--- config.mk ---
export PLATFORM = sky130hd
export DESIGN_NAME = mv_mult_sched
export DESIGN_NICKNAME = d
export VERILOG_FILES = /design/src/rtl/mv_pkg.sv /design/src/rtl/mv_mac.sv /design/src/rtl/mv_mult_sched.sv
export SDC_FILE = /design/constraint.sdc
export NUM_CORES = 1
export LEC_CHECK = 0
export CAP_MARGIN = 20
export CELL_PAD_IN_SITES_DETAIL_PLACEMENT = 0
export CELL_PAD_IN_SITES_GLOBAL_PLACEMENT = 1
export CORE_AREA = 4 4 277 279
export CTS_BUF_LIST = sky130_fd_sc_hd__clkbuf_16
export DETAILED_ROUTE_END_ITERATION = 7
export DIE_AREA = 0 0 281 283
export PLACE_DENSITY = 0.52
export SLEW_MARGIN = 20
export SYNTH_ARGS = -nofsm -noshare
export SYNTH_HDL_FRONTEND = slang
export SYNTH_SLANG_ARGS = --single-unit
export TNS_END_PERCENT = 100
--- constraint.sdc ---
create_clock -name clk -period 6.15 [get_ports clk]
set_clock_uncertainty 0.15 [all_clocks]
set_input_delay 0.9225 -clock clk [delete_from_list [all_inputs] [get_ports clk]]
set_output_delay 0.9225 -clock clk [all_outputs]
set_load 0.03 [all_outputs]
--- src/rtl/mv_pkg.sv ---
// Shared sizes, FSM state type and default coefficient pattern for the
// matrix-vector multiply sequencer.
package mv_pkg;

  localparam int N     = 6;
  localparam int DW    = 8;
  localparam int ACC_W = 11;
  localparam int NCOEF = N * N;

  typedef enum logic [1:0] {
    IDLE = 2'd0,
    MAC  = 2'd1,
    EMIT = 2'd2,
    DONE = 2'd3
  } state_t;

  // Coefficient loaded into M[i][j] on reset.
  function automatic logic [DW-1:0] def_coef(input int i, input int j);
    return DW'(16 * i + j + 1);
  endfunction

endpackage

--- src/rtl/mv_mac.sv ---
// Gated add accumulator shared by all result columns.
module mv_mac
  import mv_pkg::*;
(
  input  logic             clk,
  input  logic             rst,
  input  logic             clr,
  input  logic             en,
  input  logic             sel_bit,
  input  logic [DW-1:0]    coef,
  output logic [ACC_W-1:0] acc
);

  // Clear has priority; otherwise add the coefficient when its row is selected.
  always_ff @(posedge clk) begin
    if (rst)
      acc <= '0;
    else if (clr)
      acc <= '0;
    else if (en && sel_bit)
      acc <= acc + ACC_W'(coef);
  end

endmodule

--- src/rtl/mv_mult_sched.sv ---
// Matrix-vector multiply sequencer: owns the coefficient matrix and walks one
// accumulator over every column, emitting each result on a valid/ready stream.
//
// state | meaning
// IDLE  | ready for start; matrix writes accepted
// MAC   | accumulating rows 0..N-1 of column j, one row per cycle
// EMIT  | result of column j presented, waiting for res_ready
// DONE  | one-cycle done pulse after the last column left
module mv_mult_sched
  import mv_pkg::*;
(
  input  logic             clk,
  input  logic             rst,
  input  logic             cfg_we,
  input  logic [5:0]       cfg_addr,
  input  logic [DW-1:0]    cfg_data,
  input  logic             start,
  input  logic [N-1:0]     vec,
  output logic             ready,
  output logic             busy,
  output logic             res_valid,
  input  logic             res_ready,
  output logic [2:0]       res_idx,
  output logic [ACC_W-1:0] res_data,
  output logic             done
);

  localparam logic [2:0] LAST = 3'(N - 1);

  state_t            state, state_n;
  logic [2:0]        i_q, j_q;
  logic [N-1:0]      vec_q;
  logic [DW-1:0]     mem [NCOEF];
  logic [5:0]        rd_idx;
  logic              accept, col_next, mac_clr, mac_en;
  logic [ACC_W-1:0]  acc;

  assign rd_idx   = 6'(i_q) * 6'(N) + 6'(j_q);
  assign res_idx  = j_q;
  assign res_data = acc;

  // State register.
  always_ff @(posedge clk) begin
    if (rst)
      state <= IDLE;
    else
      state <= state_n;
  end

  // Next state and per-state control/outputs.
  always_comb begin
    state_n   = state;
    ready     = 1'b0;
    busy      = 1'b0;
    res_valid = 1'b0;
    done      = 1'b0;
    accept    = 1'b0;
    col_next  = 1'b0;
    mac_clr   = 1'b0;
    mac_en    = 1'b0;
    case (state)
      IDLE: begin
        ready = 1'b1;
        if (start) begin
          accept  = 1'b1;
          mac_clr = 1'b1;
          state_n = MAC;
        end
      end
      MAC: begin
        busy   = 1'b1;
        mac_en = 1'b1;
        if (i_q == LAST)
          state_n = EMIT;
      end
      EMIT: begin
        busy      = 1'b1;
        res_valid = 1'b1;
        if (res_ready) begin
          if (j_q == LAST) begin
            state_n = DONE;
          end else begin
            col_next = 1'b1;
            mac_clr  = 1'b1;
            state_n  = MAC;
          end
        end
      end
      DONE: begin
        busy    = 1'b1;
        done    = 1'b1;
        state_n = IDLE;
      end
      default: state_n = IDLE;
    endcase
  end

  // Row/column counters and the vector captured at acceptance.
  always_ff @(posedge clk) begin
    if (rst) begin
      i_q   <= '0;
      j_q   <= '0;
      vec_q <= '0;
    end else begin
      if (accept) begin
        vec_q <= vec;
        i_q   <= '0;
        j_q   <= '0;
      end
      if (mac_en)
        i_q <= (i_q == LAST) ? 3'd0 : i_q + 3'd1;
      if (col_next)
        j_q <= j_q + 3'd1;
    end
  end

  // Coefficient file; writable only while idle so a compute sees a frozen matrix.
  always_ff @(posedge clk) begin
    if (rst) begin
      for (int i = 0; i < N; i++)
        for (int j = 0; j < N; j++)
          mem[i*N+j] <= def_coef(i, j);
    end else if (cfg_we && state == IDLE && cfg_addr < 6'(NCOEF)) begin
      mem[cfg_addr] <= cfg_data;
    end
  end

  mv_mac u_mac (
    .clk     (clk),
    .rst     (rst),
    .clr     (mac_clr),
    .en      (mac_en),
    .sel_bit (vec_q[i_q]),
    .coef    (mem[rd_idx]),
    .acc     (acc)
  );

endmodule
==> results_dict.tcl, run 1 <==
set metrics [dict create \
    io_pins 43 \
    vdd_drop_max_mv 0.208 \
    route.vias.total 12600 \
    relSlewSlack 0.417 \
    grtUsageTotal 0.151 \
    holdWs_ns 0.344 \
    worst-path-max-fanout 12 \
    r2r_slack_ns 1.07 \
    finalSetupTns_ns 0 \
    outcome "complete, no violations" \
    hold_class "reg -> reg" \
    cts_resized 0 \
    setup_viol 0 \
    synth_cell_type_count 58 \
    grt_antenna_before_repair 4 \
    start_util 0.318 \
    rsz0062_at_grt "no" \
    leakage_nw 9.56 \
    period_minus_slack_ns 5.08 \
    drive_gt1_frac 0.164 \
    finalPower_mw 8.25 \
    core.rowCount 100 \
    required_ns 6.57 \
    dr.pass1.iters 5 \
    cts_sinks 537 \
    cts_buffers 60 \
    die_x_microns 281 \
    clk-insertion-delay-late_ns 0.62 \
    root_buffer "clkbuf_16" \
    io_buffers 42 \
    synth_cells 1419 \
    synth-seq-cells 537 \
    die_h_microns 283 \
    end_kind "register" \
    yosysWarnings 0 \
    design_area_sq_um 27700 \
    critical_path_class "reg -> reg" \
    htreeDepth 2 \
    core_sq_um 74200 \
    p_per_area_nw_per_um2 297 \
    cts.reportedPaths.clkPinSlew_ns 0.06 \
    maxSlewViolCount 0 \
    gr-total-overflow 0 \
    nNetsFinal 1738 \
    dieArea_sq_um 79500 \
    area_growth_pct 17.5 \
    ctsHoldBuffers 0 \
    drtIter0Drc 878 \
    synthTopCellsByArea "edfxtp_1 65%, mux4_2 11%, and2_1 5.2%" \
    max_freq_ghz 0.197 \
    place_area_sq_um 25900 \
    drcViolationCount 0 \
    grt_max_degree 65 \
    drv_cap 0 \
    vias_per_cell 4.66 \
    wl_per_cell_microns 21.9 \
    ys_seq_area_frac 0.672 \
    cts_buffer_depth 3 \
    cts_tree "built" \
    place_congestion 0.765 \
    dp_hpwl_mm 37.6 \
    post_cts_buffers 0 \
    synth_edf_count 512 \
    crit_arrival_ns 5.49 \
    yosys.area.top_type "edfxtp_1" \
    wl_mm 59.4 \
    synth_ff_type "edfxtp_1" \
    avgSynthCellArea_sq_um 16.6 \
    fin_crit_sh 0.826 \
    worst_slew_pin_slew_ns 0.872 \
    finalHoldViolCount 0 \
    start_kind "register" \
    netlist_area_sq_um 23600 \
    synthArstFlopShare 0 \
    ant_nets 0 \
    synth_top_area_frac 0.651 \
    grt_pass1_vias 13500 \
    grt_first_pass_wirelength_mm 89.1 \
]
## placed cells by master (no fill, tap or decap), types with 4 or more instances in the layout
| cell type | netlist | routed |
|---|---|---|
| a22oi_1 | 23 | 23 |
| mux4_1 | 15 | 15 |
| nand2_1 | 42 | 42 |
| ha_1 | 16 | 15 |
| nor2b_1 | 4 | 4 |
| and2_1 | 197 | 197 |
| clkinv_1 | 0 | 17 |
| clkdlybuf4s50_1 | 0 | 33 |
| o21ai_0 | 5 | 5 |
| o22ai_1 | 7 | 7 |
| and3_1 | 8 | 8 |
| a211oi_1 | 4 | 4 |
| clkinv_2 | 0 | 7 |
| mux2i_1 | 44 | 44 |
| a21o_1 | 9 | 9 |
| or3_1 | 98 | 98 |
| edfxtp_1 | 512 | 512 |
| nor2_1 | 72 | 72 |
| inv_1 | 9 | 23 |
| conb_1 | 1 | 224 |
| a22o_1 | 9 | 9 |
| nand3_1 | 7 | 7 |
| buf_2 | 15 | 9 |
| clkbuf_16 | 0 | 60 |
| mux4_2 | 114 | 114 |
| a221oi_1 | 7 | 7 |
| dfxtp_1 | 25 | 24 |
| a21oi_1 | 15 | 15 |
| buf_4 | 5 | 35 |
| xnor2_1 | 8 | 8 |
| or2_2 | 36 | 36 |
## state kept, by name (all words and copies together), names as in the netlist
register   flops
mem          512
state          2
u_mac.acc     11
vec_q          6
i_q            3
res_idx        3
## power breakdown
group | switching, mW | internal (mW) | leakage [nW]
clock | 1.46 | 1.88 | 0.936
sequential | 0.0527 | 4.18 | 5.05
combinational | 0.416 | 0.251 | 3.58
total | 1.93 | 6.32 | 9.56
## metal layers
metal	routed length [microns]	global-route usage	vias up
met4	1430	0.0395	2
met1	26000	0.199	6482
met3	2670	0.0301	85
met2	29300	0.255	209
li1	-	-	5867
met5	13	0	-
## worst max-delay path, cell delays in order, from the launching register on
cell and delay (ns):
dfxtp_1 0.40, inv_1 0.13, ha_1 0.29, inv_1 0.07, fa_1 0.82, nor2_1 0.29, a22o_1 0.28, a221oi_1 0.40
a22oi_1 0.19, and3_1 0.23, ha_1 0.22, fa_1 0.47, a211oi_1 0.26, o21bai_1 0.15, a21boi_0 0.20, nor3b_1 0.11
a31o_2 0.25, a21oi_1 0.11
## cell type report
type                    count  area, sq um
fillers                  7027        46500
flip-flops and latches    537        15900
multi-input cells        1006         8090
clock buffers              60         1500
well taps                 969         1210
repair buffers             80          698
clock inverters            47          313
inverters                   9         33.8
diodes                      3         7.51
## synth_stat cells (all sizes together), types with 8 or more instances
| cell | n |
|---|---|
| or2 | 36 |
| edfxtp | 512 |
| a22oi | 23 |
| clkbuf | 56 |
| and2 | 198 |
| mux2i | 44 |
| a21oi | 15 |
| xnor2 | 9 |
| nand2 | 42 |
| a221oi | 9 |
| a22o | 9 |
| nor2 | 73 |
| and3 | 8 |
| ha | 16 |
| dfxtp | 25 |
| buf | 34 |
| or3 | 98 |
| inv | 9 |
| mux4 | 129 |
| a21o | 9 |
## cell families after synthesis
family / after synthesis / share of synthesized area
multiplexers: 174 / 0.145
other: 1 / 0.000159
flip-flops: 537 / 0.672
buffers and inverters: 99 / 0.0212
AO/OA/AOI/OAI: 97 / 0.0303
XOR/XNOR: 10 / 0.00435
adder cells (fa/ha/maj): 19 / 0.0110
AND/OR/NAND/NOR: 482 / 0.116
## per-stage QoR
step	utilization	instances	setup WS, ns
finish	0.374	2711	1.07
global route	0.374	2708	0.792
CTS	0.374	2708	1.16
detailed placement	0.349	2601	1.16
global placement	0.349	2601	1.21
floorplan	-	1642	1.80
## path summary, 6_finish.rpt
check | startpoint | endpoint | cells past startpoint
worst max register to register | i_q[1]$_SDFFE_PP0P_ | u_mac.acc[10]$_SDFFE_PP0P_ | 17
worst min-delay path | vec_q[2]$_SDFFE_PP0P_ | vec_q[2]$_SDFFE_PP0P_ | 2
worst max-delay path | i_q[1]$_SDFFE_PP0P_ | u_mac.acc[10]$_SDFFE_PP0P_ | 17
worst min register to register | vec_q[2]$_SDFFE_PP0P_ | vec_q[2]$_SDFFE_PP0P_ | 2
Note: power is estimated with default switching activity, not from simulation.
==> run 2: changes to the inputs <==
==> constraint.sdc (replaced) <==
create_clock -name clk -period 5 [get_ports clk]
set_clock_uncertainty 0.15 [all_clocks]
set_input_delay 0.75 -clock clk [delete_from_list [all_inputs] [get_ports clk]]
set_output_delay 0.75 -clock clk [all_outputs]
set_load 0.03 [all_outputs]
==> run 2 against run 1 <==
- sequential share of layout area down 0.87 points
- power is 25% higher
- combinational power increased by 27%
- count of clock-buffer cells in the layout grew 1
- fmax is 9.7% higher
- utilization increased by 0.57 points
- final area grew 1.5%
- routed wire length increased by 2.2%
- cell count up 1.3%
- worst hold slack lost 0.030 ns
- sequential cell count unchanged
- non-clock buffer count increased by 38
- critical endpoint unchanged
- largest cell class unchanged
==> results_dict.tcl, run 2 (synthesis results as in run 1) <==
set metrics [dict create \
    htreeDepth 2 \
    grt_pass1_vias 13300 \
    layout.cells.non_filler 2747 \
    area_growth_pct 19.3 \
    fillCellCount 6990 \
    place_congestion 0.781 \
    gr-total-overflow 0 \
    period_minus_slack_ns 4.63 \
    cts.reportedPaths.clkPinSlew_ns 0.06 \
    pwr-share-clk 0.415 \
    hold_class "reg -> reg" \
    start_kind "register" \
    leakage_nw 9.81 \
    worst-path-max-fanout 7 \
    combPwrFrac 0.082 \
    fin_crit_sh 0.926 \
    finalHoldViolCount 0 \
    core.rowCount 100 \
    switchingPower_mw 2.38 \
    largest_register_ffs 512 \
    grt_first_pass_wirelength_mm 89.8 \
    die_h_microns 283 \
    vias_per_cell 4.68 \
    drtIter0Drc 955 \
    critical_path_class "reg -> reg" \
    required_ns 5.40 \
    finalWorstSetupSlack_ns 0.372 \
    io_pins 43 \
    cts_buffers 60 \
    cp_slowest_cell "fa_2" \
    internal_power_mw 7.97 \
    path_cells "inv_1, ha_1, inv_1, fa_2, buf_4, mux4_2, mux2i_2, a21o_1, a22oi_1, and3_1, ha_1, fa_1, a211oi_2, o21bai_1, a21boi_1, nor3b_2, a31o_2, a21oi_1" \
    dr.pass1.iters 5 \
    core_sq_um 74200 \
    wl_per_cell_microns 22.1 \
    maxSlewViolCount 0 \
    outcome "complete, no violations" \
    rsz0062_at_grt "no" \
    end_kind "register" \
    max_freq_ghz 0.216 \
    start_util 0.318 \
    root_buffer "clkbuf_16" \
    seq_area_sq_um 15900 \
    seqPwrFrac 0.503 \
    cts_buffer_depth 3 \
    drcViolationCount 0 \
    cts_sinks 537 \
    p_per_area_nw_per_um2 367 \
    setup_viol 0 \
    mostFrequentLayoutCells "512 x edfxtp_1, 224 x conb_1, 197 x and2_1" \
    worst_slew_pin_slew_ns 0.985 \
    die_x_microns 281 \
    multi_input_area_sq_um 8140 \
    nNetsFinal 1776 \
    drv_cap 0 \
    clk-insertion-delay-late_ns 0.62 \
    cts_tree "built" \
    path_delay_family "adder cells" \
    p_sw_frac 0.230 \
    biggestRegsByFlops "mem (512), u_mac.acc (11), vec_q (6)" \
    drive_gt1_frac 0.187 \
    critical_path.max_stage_delay_ns 0.61 \
    dp_cells 2629 \
    final_common_cell "edfxtp_1" \
    route.vias.total 12900 \
    path_buf_inv 3 \
    dp_slack_ns -0.0459 \
    ant_nets 0 \
    grt_max_degree 65 \
    io_buffers 42 \
    finalSetupTns_ns 0 \
    relSlewSlack 0.341 \
    vdd_drop_max_mv 0.286 \
    wl_mm 60.6 \
    dp_hpwl_mm 40.1 \
    regMostFlops "mem" \
    grt_antenna_before_repair 1 \
    dieArea_sq_um 79500 \
    utilization 0.380 \
    ctsHoldBuffers 0 \
    crit_arrival_ns 5.03 \
    grtUsageTotal 0.152 \
]
==> run 2: what timing repair did <==
action | CTS | global route
pin swaps | 0 | 2
resized for setup | 1 | 8
buffers inserted | 0 | 10
setup endpoints to repair | 1 | 5
==> run 2: through the flow <==
step	cell area, sq um	hold slack [ns]	total power [mW]
floorplan	24400	0.283	5.79
global placement	26100	0.299	6.15
detailed placement	26100	0.304	6.16
CTS	28000	0.312	10.5
global route	28200	0.330	10.8
finish	28200	0.314	10.4
==> run 2: area by class of cell <==
class	count	share of cell area
Clock buffer	61	0.0542
Timing Repair Buffer	118	0.0358
Tap cell	969	0.0430
Antenna cell	2	0.000178
Inverter	9	0.00120
Clock inverter	45	0.0127
Sequential cell	537	0.564
Multi-Input combinational cell	1006	0.289
==> run 2: tightest hold or removal path, stage by stage, from the launching register on <==
cell and delay [ns]:
dfxtp_1 0.31, nand2_1 0.05, a21oi_1 0.06
==> run 2: routing by layer <==
layer	vias up	wire length, microns	GRT usage
met1	6614	27000	0.204
met3	92	2700	0.0312
li1	5931	-	-
met5	-	0	0
met4	0	1630	0.0437
met2	217	29300	0.252
==> run 2: path summary, 6_finish.rpt <==
check | startpoint | to | slack (ns) | depth (start not counted)
max | i_q[1]$_SDFFE_PP0P_ | u_mac.acc[10]$_SDFFE_PP0P_ | 0.37 | 18
min | vec_q[5]$_SDFFE_PP0P_ | vec_q[5]$_SDFFE_PP0P_ | 0.31 | 2
max reg2reg | i_q[1]$_SDFFE_PP0P_ | u_mac.acc[10]$_SDFFE_PP0P_ | 0.37 | 18
min reg2reg | vec_q[5]$_SDFFE_PP0P_ | vec_q[5]$_SDFFE_PP0P_ | 0.31 | 2
==> run 2: power by group through the flow <==
stage | Combinational (mW) | Clock (mW) | Sequential [mW]
after floorplan | 0.515 | 0 | 5.27
after global placement | 0.858 | 0 | 5.30
after detailed placement | 0.857 | 0 | 5.31
after CTS | 0.858 | 4.43 | 5.21
after global routing | 0.923 | 4.62 | 5.23
final | 0.849 | 4.29 | 5.21
==> run 3: changes to the inputs <==
--- a/config.mk
+++ b/config.mk
@@ -8,11 +8,12 @@
 export CAP_MARGIN = 20
 export CELL_PAD_IN_SITES_DETAIL_PLACEMENT = 0
 export CELL_PAD_IN_SITES_GLOBAL_PLACEMENT = 1
-export CORE_AREA = 4 4 277 279
+export CORE_AREA = 4 4 227 229
 export CTS_BUF_LIST = sky130_fd_sc_hd__clkbuf_16
 export DETAILED_ROUTE_END_ITERATION = 7
-export DIE_AREA = 0 0 281 283
-export PLACE_DENSITY = 0.52
+export DIE_AREA = 0 0 231 233
+export GPL_ROUTABILITY_DRIVEN = 0
+export PLACE_DENSITY = 0.72
 export SLEW_MARGIN = 20
 export SYNTH_ARGS = -nofsm -noshare
 export SYNTH_HDL_FRONTEND = slang
==> run 3 against run 2 <==
- sequential share of layout area up 1.2 points
- global-route usage up 4.5 points
- count of clock-buffer cells in the layout down 5
- non-clock buffer count down 25
- die area down 32%
- setup slack worse by 0.072 ns
- routed wire length down 14%
- utilization up 18 points
- largest cell class unchanged
==> results_dict.tcl, run 3 (synthesis results as in run 1) <==
set metrics [dict create \
    grtUsageTotal 0.197 \
    biggestRegsByFlops "mem (512), u_mac.acc (11), vec_q (6)" \
    max_freq_ghz 0.213 \
    worst-path-max-fanout 24 \
    core.rowCount 82 \
    vias_per_cell 5.31 \
    cts_tree "built" \
    wl_per_cell_microns 21.5 \
    place_area_sq_um 25600 \
    relSlewSlack 0.257 \
    drive_gt1_frac 0.178 \
    p_per_area_nw_per_um2 371 \
    outcome "complete, no violations" \
    fin_crit_sh 0.940 \
    path_cells "inv_1, ha_1, inv_1, fa_2, buf_4, mux4_2, mux2i_1, a21o_1, a22oi_1, and3_1, ha_1, fa_1, a211oi_1, o21bai_1, a21boi_0, nor3b_1, a31o_2, a21oi_1" \
    grt_max_degree 65 \
    cts_buffer_depth 3 \
    io_pins 43 \
    root_buffer "clkbuf_16" \
    leakage_nw 9.66 \
    dr.pass1.iters 5 \
    cts.reportedPaths.clkPinSlew_ns 0.06 \
    layout.cells.non_filler 2423 \
    dp_cells 2313 \
    die_x_microns 231 \
    drv_cap 0 \
    setup_viol 0 \
    area_growth_pct 16.9 \
    holdWs_ns 0.330 \
    path_buf_inv 3 \
    dp_slack_ns 0.239 \
    finalWorstSetupSlack_ns 0.300 \
    critical_path_class "reg -> reg" \
    path_delay_family "adder cells" \
    end_kind "register" \
    gr-total-overflow 0 \
    worst_slew_pin_slew_ns 1.12 \
    grt_first_pass_wirelength_mm 79.9 \
    ctsHoldBuffers 0 \
    io_buffers 42 \
    required_ns 5.38 \
    mostFrequentLayoutCells "512 x edfxtp_1, 224 x conb_1, 197 x and2_1" \
    grt_antenna_before_repair 1 \
    dieArea_sq_um 53800 \
    crit_arrival_ns 5.08 \
    start_util 0.475 \
    drcViolationCount 0 \
    dp_hpwl_mm 33.3 \
    design_area_sq_um 27600 \
    period_minus_slack_ns 4.70 \
    cts_sinks 537 \
    nNetsFinal 1747 \
    start_kind "register" \
    die_h_microns 233 \
    core_sq_um 49700 \
    critical_path.max_stage_delay_ns 0.53 \
    regMostFlops "mem" \
    wl_mm 52.0 \
    final_common_cell "edfxtp_1" \
    hold_class "reg -> reg" \
    grt_pass1_vias 12900 \
    clk-insertion-delay-late_ns 0.60 \
    fillCellCount 4040 \
    finalHoldViolCount 0 \
    finalSetupTns_ns 0 \
    maxSlewViolCount 0 \
    drtIter0Drc 991 \
    cp_slowest_cell "fa_2" \
    route.vias.total 12900 \
    cts_buffers 56 \
    largest_register_ffs 512 \
    htreeDepth 2 \
    vdd_drop_max_mv 0.275 \
    ant_nets 0 \
]
-- run 3: cell types whose count changed in the layout (fill, tap and decap cells not counted), sizes merged --
cell,previous run,this run
clkinv,26,28
clkbuf,61,56
clkinvlp,0,2
buf,85,60
bufinv,6,9
diode,2,1
inv,22,19
-- run 3: cell type report --
type                    instances  area [sq um]  area share
repair buffers                 93           823      0.0298
clock buffers                  56          1400      0.0508
well taps                     672           841      0.0305
diodes                          1          2.50   0.0000907
inverters                       9          33.8     0.00122
flip-flops and latches        537         15900       0.576
multi-input cells            1006          8120       0.294
clock inverters                49           493      0.0179
-- run 3: worst paths after layout --
check | slack [ns] | startpoint | cells past startpoint | endpoint
hold / removal | 0.33 | vec_q[5]$_SDFFE_PP0P_ | 2 | vec_q[5]$_SDFFE_PP0P_
setup reg to reg | 0.30 | i_q[1]$_SDFFE_PP0P_ | 18 | u_mac.acc[10]$_SDFFE_PP0P_
hold reg to reg | 0.33 | vec_q[5]$_SDFFE_PP0P_ | 2 | vec_q[5]$_SDFFE_PP0P_
setup / recovery | 0.30 | i_q[1]$_SDFFE_PP0P_ | 18 | u_mac.acc[10]$_SDFFE_PP0P_
-- run 3: routing by layer --
metal,track usage,part of all wire,vias to the layer above
li1,-,-,5876
met1,0.273,0.43,6591
met2,0.326,0.49,310
met3,0.0305,0.050,87
met4,0.0588,0.027,0
met5,0,0,-
-- run 3: stage by stage --
| stage | power, mW | util |
|---|---|---|
| 2_1_floorplan | 5.79 | - |
| 3_3_place_gp | 6.07 | 0.516 |
| 3_5_place_dp | 6.09 | 0.516 |
| 4_1_cts | 10.4 | 0.554 |
| 5_1_grt | 10.6 | 0.556 |
| 6_report | 10.2 | 0.556 |
-- run 3: power by group --
group / switching, mW / internal (mW) / total (mW)
clock network: 1.74 / 2.51 / 4.25
registers: 0.0618 / 5.14 / 5.21
logic: 0.478 / 0.309 / 0.787
total: 2.28 / 7.97 / 10.2
-- run 3: worst reg2reg max path, delay by kind of cell (launching register included) --
kind	cells	cell delay [ns]
AOI/OAI and AO/OA	7	1.19
adders and majority gates	4	1.50
buffers and inverters	3	0.50
DFF	1	0.40
muxes	2	0.56
and+or+nand+nor	2	0.33
-- run 3: what timing repair did --
action | CTS | global route
resized for setup | 0 | 4
setup endpoints to repair | 0 | 3
setup buffers | 0 | 4
